**config.mk**
```make
export PLATFORM = sky130hd
export DESIGN_NAME = fetch_queue_flat
export DESIGN_NICKNAME = d
export VERILOG_FILES = /design/src/rtl/fetch_queue_if.sv /design/src/rtl/fetch_queue.sv /design/src/flat_wrapper.sv
export SDC_FILE = /design/constraint.sdc
export NUM_CORES = 1
export LEC_CHECK = 0
export CAP_MARGIN = 10
export CORE_MARGIN = 4
export CORE_UTILIZATION = 45
export DETAILED_ROUTE_END_ITERATION = 8
export MAX_ROUTING_LAYER = met4
export PLACE_DENSITY = 0.68
export SETUP_SLACK_MARGIN = 0.02
export SLEW_MARGIN = 20
export SYNTH_ARGS = -nofsm -noshare
export SYNTH_HDL_FRONTEND = slang
export SYNTH_SLANG_ARGS = --single-unit
```
**constraint.sdc**
```tcl
create_clock -name clk -period 4.15 [get_ports clk]
set_clock_uncertainty 0.15 [all_clocks]
set_input_delay 0.415 -clock clk [delete_from_list [all_inputs] [get_ports clk]]
set_output_delay 0.415 -clock clk [all_outputs]
set_load 0.05 [all_outputs]
```
**src/rtl/fetch_queue_if.sv**
```systemverilog
// Fetch-stage bus: instruction-memory read ports, redirect, and the decode-side
// window onto the fetch queue head.
interface fetch_queue_if #(
  parameter int WIDTH = 32,
  parameter int DEPTH = 8
);
  logic [WIDTH-1:0]         Program_counter_IF_Pipeline_0;
  logic [WIDTH-1:0]         Program_counter_IF_Pipeline_1;
  logic [WIDTH-1:0]         Instruction_IF_Pipeline_0;
  logic [WIDTH-1:0]         Instruction_IF_Pipeline_1;
  logic                     redirect_valid;
  logic [WIDTH-1:0]         redirect_pc;
  logic [1:0]               deq_count;
  logic                     out_valid_0;
  logic                     out_valid_1;
  logic [WIDTH-1:0]         out_instr_0;
  logic [WIDTH-1:0]         out_instr_1;
  logic [WIDTH-1:0]         out_pc_0;
  logic [WIDTH-1:0]         out_pc_1;
  logic [$clog2(DEPTH):0]   occupancy;

  // Handshake: out_valid_k marks head+k as holding a real entry; decode takes
  // deq_count entries on the clock edge and must not exceed the asserted valids
  // (an over-request is clamped to count). redirect_valid wins over both.
  modport master (
    output Program_counter_IF_Pipeline_0, Program_counter_IF_Pipeline_1,
    input  Instruction_IF_Pipeline_0, Instruction_IF_Pipeline_1,
    input  redirect_valid, redirect_pc, deq_count,
    output out_valid_0, out_valid_1, out_instr_0, out_instr_1,
    output out_pc_0, out_pc_1, occupancy
  );

  modport slave (
    input  Program_counter_IF_Pipeline_0, Program_counter_IF_Pipeline_1,
    output Instruction_IF_Pipeline_0, Instruction_IF_Pipeline_1,
    output redirect_valid, redirect_pc, deq_count,
    input  out_valid_0, out_valid_1, out_instr_0, out_instr_1,
    input  out_pc_0, out_pc_1, occupancy
  );
endinterface

```
**src/rtl/fetch_queue.sv**
```systemverilog
// Dual-issue fetch stage: owns fetch_pc, reads two sequential instructions per
// cycle and buffers them with their PCs in a circular queue drained by decode.
module fetch_queue #(
  parameter int               WIDTH    = 32,
  parameter int               DEPTH    = 8,
  parameter logic [WIDTH-1:0] RESET_PC = '0
) (
  input logic          clk,
  input logic          rst,
  fetch_queue_if.master bus
);
  localparam int PW = $clog2(DEPTH);
  localparam int CW = PW + 1;

  logic [WIDTH-1:0] fetch_pc;
  logic [WIDTH-1:0] mem_instr [DEPTH];
  logic [WIDTH-1:0] mem_pc    [DEPTH];
  logic [PW-1:0]    head;
  logic [PW-1:0]    tail;
  logic [CW-1:0]    count;

  logic [CW-1:0]    free;
  logic [1:0]       enq;
  logic [1:0]       req;
  logic [1:0]       eff;
  logic [PW-1:0]    head_p1;
  logic [PW-1:0]    tail_p1;

  // Enqueue depends only on the registered count, never on deq_count, which
  // keeps decode off the fetch timing path (costs a bubble when full).
  always_comb begin
    free    = CW'(DEPTH) - count;
    enq     = 2'd0;
    if (free >= CW'(2))      enq = 2'd2;
    else if (free == CW'(1)) enq = 2'd1;
    req     = (bus.deq_count == 2'd3) ? 2'd2 : bus.deq_count;
    eff     = (CW'(req) > count) ? count[1:0] : req;
    head_p1 = head + PW'(1);
    tail_p1 = tail + PW'(1);
  end

  always_ff @(posedge clk) begin
    if (rst) begin
      fetch_pc <= RESET_PC;
      head     <= '0;
      tail     <= '0;
      count    <= '0;
      for (int i = 0; i < DEPTH; i++) begin
        mem_instr[i] <= '0;
        mem_pc[i]    <= '0;
      end
    end else if (bus.redirect_valid) begin
      fetch_pc <= bus.redirect_pc & ~WIDTH'(3);
      head     <= '0;
      tail     <= '0;
      count    <= '0;
    end else begin
      if (enq != 2'd0) begin
        mem_instr[tail] <= bus.Instruction_IF_Pipeline_0;
        mem_pc[tail]    <= fetch_pc;
      end
      if (enq == 2'd2) begin
        mem_instr[tail_p1] <= bus.Instruction_IF_Pipeline_1;
        mem_pc[tail_p1]    <= fetch_pc + WIDTH'(4);
      end
      tail     <= tail + PW'(enq);
      fetch_pc <= fetch_pc + (WIDTH'(enq) << 2);
      head     <= head + PW'(eff);
      count    <= count + CW'(enq) - CW'(eff);
    end
  end

  assign bus.Program_counter_IF_Pipeline_0 = fetch_pc;
  assign bus.Program_counter_IF_Pipeline_1 = fetch_pc + WIDTH'(4);
  assign bus.out_valid_0 = (count >= CW'(1));
  assign bus.out_valid_1 = (count >= CW'(2));
  assign bus.out_instr_0 = mem_instr[head];
  assign bus.out_instr_1 = mem_instr[head_p1];
  assign bus.out_pc_0    = mem_pc[head];
  assign bus.out_pc_1    = mem_pc[head_p1];
  assign bus.occupancy   = count;
endmodule

```
**src/flat_wrapper.sv**
```systemverilog
// flat-port wrapper written by rule: the top's interface ports become plain ports
module fetch_queue_flat 
#(
  parameter int               WIDTH    = 32,
  parameter int               DEPTH    = 8,
  parameter logic [WIDTH-1:0] RESET_PC = '0
)
  (clk, rst, bus_Program_counter_IF_Pipeline_0, bus_Program_counter_IF_Pipeline_1, bus_Instruction_IF_Pipeline_0, bus_Instruction_IF_Pipeline_1, bus_redirect_valid, bus_redirect_pc, bus_deq_count, bus_out_valid_0, bus_out_valid_1, bus_out_instr_0, bus_out_instr_1, bus_out_pc_0, bus_out_pc_1, bus_occupancy);
  fetch_queue_if #(.WIDTH(WIDTH), .DEPTH(DEPTH)) bus_i ();
  input logic clk;
  input logic rst;
  output wire logic [$bits(bus_i.Program_counter_IF_Pipeline_0)-1:0] bus_Program_counter_IF_Pipeline_0;
  output wire logic [$bits(bus_i.Program_counter_IF_Pipeline_1)-1:0] bus_Program_counter_IF_Pipeline_1;
  input wire logic [$bits(bus_i.Instruction_IF_Pipeline_0)-1:0] bus_Instruction_IF_Pipeline_0;
  input wire logic [$bits(bus_i.Instruction_IF_Pipeline_1)-1:0] bus_Instruction_IF_Pipeline_1;
  input wire logic [$bits(bus_i.redirect_valid)-1:0] bus_redirect_valid;
  input wire logic [$bits(bus_i.redirect_pc)-1:0] bus_redirect_pc;
  input wire logic [$bits(bus_i.deq_count)-1:0] bus_deq_count;
  output wire logic [$bits(bus_i.out_valid_0)-1:0] bus_out_valid_0;
  output wire logic [$bits(bus_i.out_valid_1)-1:0] bus_out_valid_1;
  output wire logic [$bits(bus_i.out_instr_0)-1:0] bus_out_instr_0;
  output wire logic [$bits(bus_i.out_instr_1)-1:0] bus_out_instr_1;
  output wire logic [$bits(bus_i.out_pc_0)-1:0] bus_out_pc_0;
  output wire logic [$bits(bus_i.out_pc_1)-1:0] bus_out_pc_1;
  output wire logic [$bits(bus_i.occupancy)-1:0] bus_occupancy;
  assign bus_Program_counter_IF_Pipeline_0 = bus_i.Program_counter_IF_Pipeline_0;
  assign bus_Program_counter_IF_Pipeline_1 = bus_i.Program_counter_IF_Pipeline_1;
  assign bus_i.Instruction_IF_Pipeline_0 = bus_Instruction_IF_Pipeline_0;
  assign bus_i.Instruction_IF_Pipeline_1 = bus_Instruction_IF_Pipeline_1;
  assign bus_i.redirect_valid = bus_redirect_valid;
  assign bus_i.redirect_pc = bus_redirect_pc;
  assign bus_i.deq_count = bus_deq_count;
  assign bus_out_valid_0 = bus_i.out_valid_0;
  assign bus_out_valid_1 = bus_i.out_valid_1;
  assign bus_out_instr_0 = bus_i.out_instr_0;
  assign bus_out_instr_1 = bus_i.out_instr_1;
  assign bus_out_pc_0 = bus_i.out_pc_0;
  assign bus_out_pc_1 = bus_i.out_pc_1;
  assign bus_occupancy = bus_i.occupancy;
  fetch_queue #(.WIDTH(WIDTH), .DEPTH(DEPTH), .RESET_PC(RESET_PC)) u_core (.clk(clk), .rst(rst), .bus(bus_i));
endmodule
```
==> metrics.md, run 1 <==
| Metric | Value |
|---|---|
| Sequential share of the synthesized area | 48.6% |
| Clock power share | 27.6% |
| Synth Area in Adders | 1.05% |
| Slowest stage delay, CP | 820 ps |
| Unrepaired setup endpoints after global routing | true |
| Vias per inst | 6.89 |
| CTS sink cnt | 536 |
| Die area | 76200 um^2 |
| Hold_buf cts | 0 |
| Max IR drop VDD | 0.000384 V |
| Yosys cell types | 61 |
| Complex-gate fraction of the synthesized area | 14.3% |
| Crit path required time | 3590 ps |
| EDFF count, synth | 496 |
| WP data arrival | 3460 ps |
| Post-synthesis xor/xnor area fraction | 1.44% |
| Worst R2R End | u_core.mem_pc[0][26] |
| Worst Hold End | u_core.bus.Program_counter_IF_Pipeline_0[7] |
| Worst Max-Slew Pin Slew | 1230 ps |
| Reg2reg path depth | 7 |
| Worst-path cell chain | buf_12 > mux4_2 > mux2_2 > clkdlybuf4s50_1 |
| Total GRT Usage | 29.6% |
| Worst Path Max Fanout | 30 |
| TritonRoute pass-1 iters | 6 |
| Clock Latency Late Sink | 640 ps |
| Max-slew violations | 0 |
| Clock tree from TritonCTS | built |
| Sw Ratio | 36.3% |
| Final period utilization | 97.1% |
| Layout area overhead | 18.4% |
| Reg power frac | 36.2% |
| Min Tclk post-route | 4030 ps |
| WP buf/inv | 2 |
| Worst setup EP type | primary output |
| Die width | 276 um |
| Fillcell total | 5857 |
| Switching pwr | 6.90 mW |
| Clock tree buffer depth | 3 |
| Initial antenna violation count | 6 |
| Post-DR wirelength/cell | 30.9 um |
| Routed Antenna Nets | 0 |
| Pwr/cell area | 497 nW/um^2 |
| Slowest CP cell | dfxtp_4 |
| RR Startpoint | u_core.tail[0] |
| Initial Util | 45.3% |
| Min-delay worst type | input pin to register |
| Largest family of logic cells by synthesized area | multiplexers |
| Post-Route WL | 114000 um |
| Via Count | 25400 |
| Synthesized flop and latch total | 536 |
| Peak Freq | 0.248 GHz |
| Outcome | complete, no violations |
| I/O pin cnt | 299 |
| Final GP Congestion | 0.907 |
| FFs w/ async S/R, synth | 0% |
| Synth top area share | 46.1% |
| Row count | 98 |
| Mean area per synthesized cell | 12.8 um^2 |
| Detailed Place HPWL | 66800 um |
| YS warnings | 0 |
| Count leader, synth | edfxtp_1 |
| R2r setup slk | 280 ps |
| PortBufs | 288 |
| Final Util | 53.6% |
| Num CTS Buffers | 60 |
| Mux cell area share after synthesis | 22.9% |
| Final Hold Viols | 0 |
| Area leader, netlist | edfxtp_1 |
| DRC Markers | 0 |
| Hold Path Cell Cnt | 3 |
| CTS root buffer | clkbuf_16 |
| Setup TNS | 0 ps |
| Comb power frac | 36.3% |
| Setup Viol. Count Final | 0 |
| Synth Area in Simple Gates | 6.99% |
| Total gr overflow | 0 |
| Max-Cap Viols | 0 |
| Synthesized area | 32300 um^2 |
| Hold Path Origin | bus_redirect_pc[7] |
| H-Tree Depth | 2 |
| Crit Path Category | register to primary output |
| Share of cells above drive strength 1 | 26.3% |
| Relative slew slack | 18.0% |
| Cell count after synthesis | 2521 |
| Post-synth top cells | edfxtp_1 (496), a22o_1 (264), mux4_2 (248), o21ai_0 (167), nand2_1 (163) |
| Global-route wire length before repair | 166000 um |
| CP startpoint kind | register |
| Worst path top cell family by delay | buffers and inverters |
| First DRT Iteration DRCs | 3824 |
| Internal power | 12.1 mW |
| Core ar. | 71400 um^2 |
| Synth area leaders | edfxtp_1 (46%), mux4_2 (17%), a22o_1 (7.2%) |
| Final nets | 2797 |
| DIE HEIGHT | 276 um |
| Vias in the first global route | 25800 |
| Reg clk slew, reported paths | 60 ps |
| Largest net degree at the start of global routing | 63 |
| P_leak | 12.9 nW |
| Commonest register cell after synthesis | edfxtp_1 |
## stage by stage
stage                     hold slack, ps  std cells  total power, mW  cell area, um^2  setup WS (ps)
after floorplan                      404       2528             11.5            32400            221
after global placement               529       3559             13.7            36300            411
after detailed placement             530       3559             13.8            36300            247
after CTS                            171       3673             19.0            38200           88.2
after global routing                 228       3680             19.6            38300           18.2
final                                211       3680             19.0            38300            120
## cells in the final DEF, fill, tap and decap left out, types with 88 or more instances in the layout
| cell | netlist | final |
|---|---|---|
| a21oi_1 | 136 | 136 |
| buf_4 | 9 | 165 |
| nand3_1 | 88 | 88 |
| a22o_1 | 264 | 264 |
| o21ai_0 | 167 | 167 |
| mux2_2 | 124 | 124 |
| edfxtp_1 | 496 | 496 |
| clkdlybuf4s50_1 | 0 | 208 |
| nand2_1 | 163 | 163 |
| mux4_2 | 248 | 248 |
## registers in the layout, indices dropped and copies added (netlist names)
| name | cells |
|---|---|
| u_core.mem_pc | 240 |
| u_core.mem_instr | 256 |
| u_core.bus.Program_counter_IF_Pipeline_0 | 30 |
| u_core.tail | 3 |
| u_core.head | 3 |
| u_core.bus.occupancy | 4 |
## worst reg2reg max path, cell delays in order (launching register included)
cell and delay (ps):
dfxtp_1 660, ha_1 380, nor4b_1 660, o211ai_2 410, nor2_4 180, buf_4 820
a21oi_1 230, o21ai_1 210
## per-layer routing
layer	global-route usage, %	routed length (um)	up-vias
li1	-	-	10300
met4	12.7	5530	0
met2	47.0	53600	2043
met1	37.4	40500	12600
met5	-	0	-
met3	6.00	14000	438
## power groups by stage
stage	sequential [mW]	clock (mW)	combinational, mW
floorplan	6.89	0	4.62
global placement	6.90	0	6.77
detailed placement	6.96	0	6.83
CTS	6.85	5.27	6.87
global route	6.91	5.51	7.19
finish	6.87	5.24	6.90
## how the worst max path moves through the flow
stage / from / to / depth (start not counted)
final: u_core.head[1] / bus_out_instr_0[23] / 4
after global routing: u_core.bus.Program_counter_IF_Pipeline_0[7] / bus_Program_counter_IF_Pipeline_1[13] / 7
after CTS: u_core.head[1] / bus_out_instr_0[23] / 4
after detailed placement: u_core.bus.occupancy[1] / u_core.bus.Program_counter_IF_Pipeline_0[22] / 15
after global placement: u_core.bus.occupancy[0] / u_core.mem_pc[4][18] / 9
after floorplan: u_core.bus.occupancy[1] / u_core.bus.Program_counter_IF_Pipeline_0[30] / 14
## logic make-up after synthesis
kind of cell             count (synthesis)
XOR/XNOR                                53
adder cells (fa/ha/maj)                 24
buffers and inverters                  366
other                                    1
AND/OR/NAND/NOR                        450
flip-flops                             536
multiplexers                           413
AO/OA/AOI/OAI                          678
## cell type report
cell class	count	area (um^2)	share of cell area, %
clock buffers	83	1670	4.37
inverters	39	146	0.383
well taps	950	1190	3.11
clock inverters	31	253	0.660
flip-flops and latches	536	15700	41.1
repair buffers	409	4030	10.5
multi-input cells	1626	15300	39.9
diodes	6	15.0	0.0392
## repair_timing
action,in CTS,in global routing
setup buffers,0,1
pin swaps,0,1
resized for setup,1,3
endpoints found under the hold margin,0,0
setup endpoints to repair,1,4
gates cloned,0,0
(Power assumes the default switching activity.)
==> inputs of run 2 (changes only) <==
CTS_CLUSTER_DIAMETER = 100   (was unset)
==> results of run 2 <==
No change in the layout: final DEF, timing and power equal those of run 1.
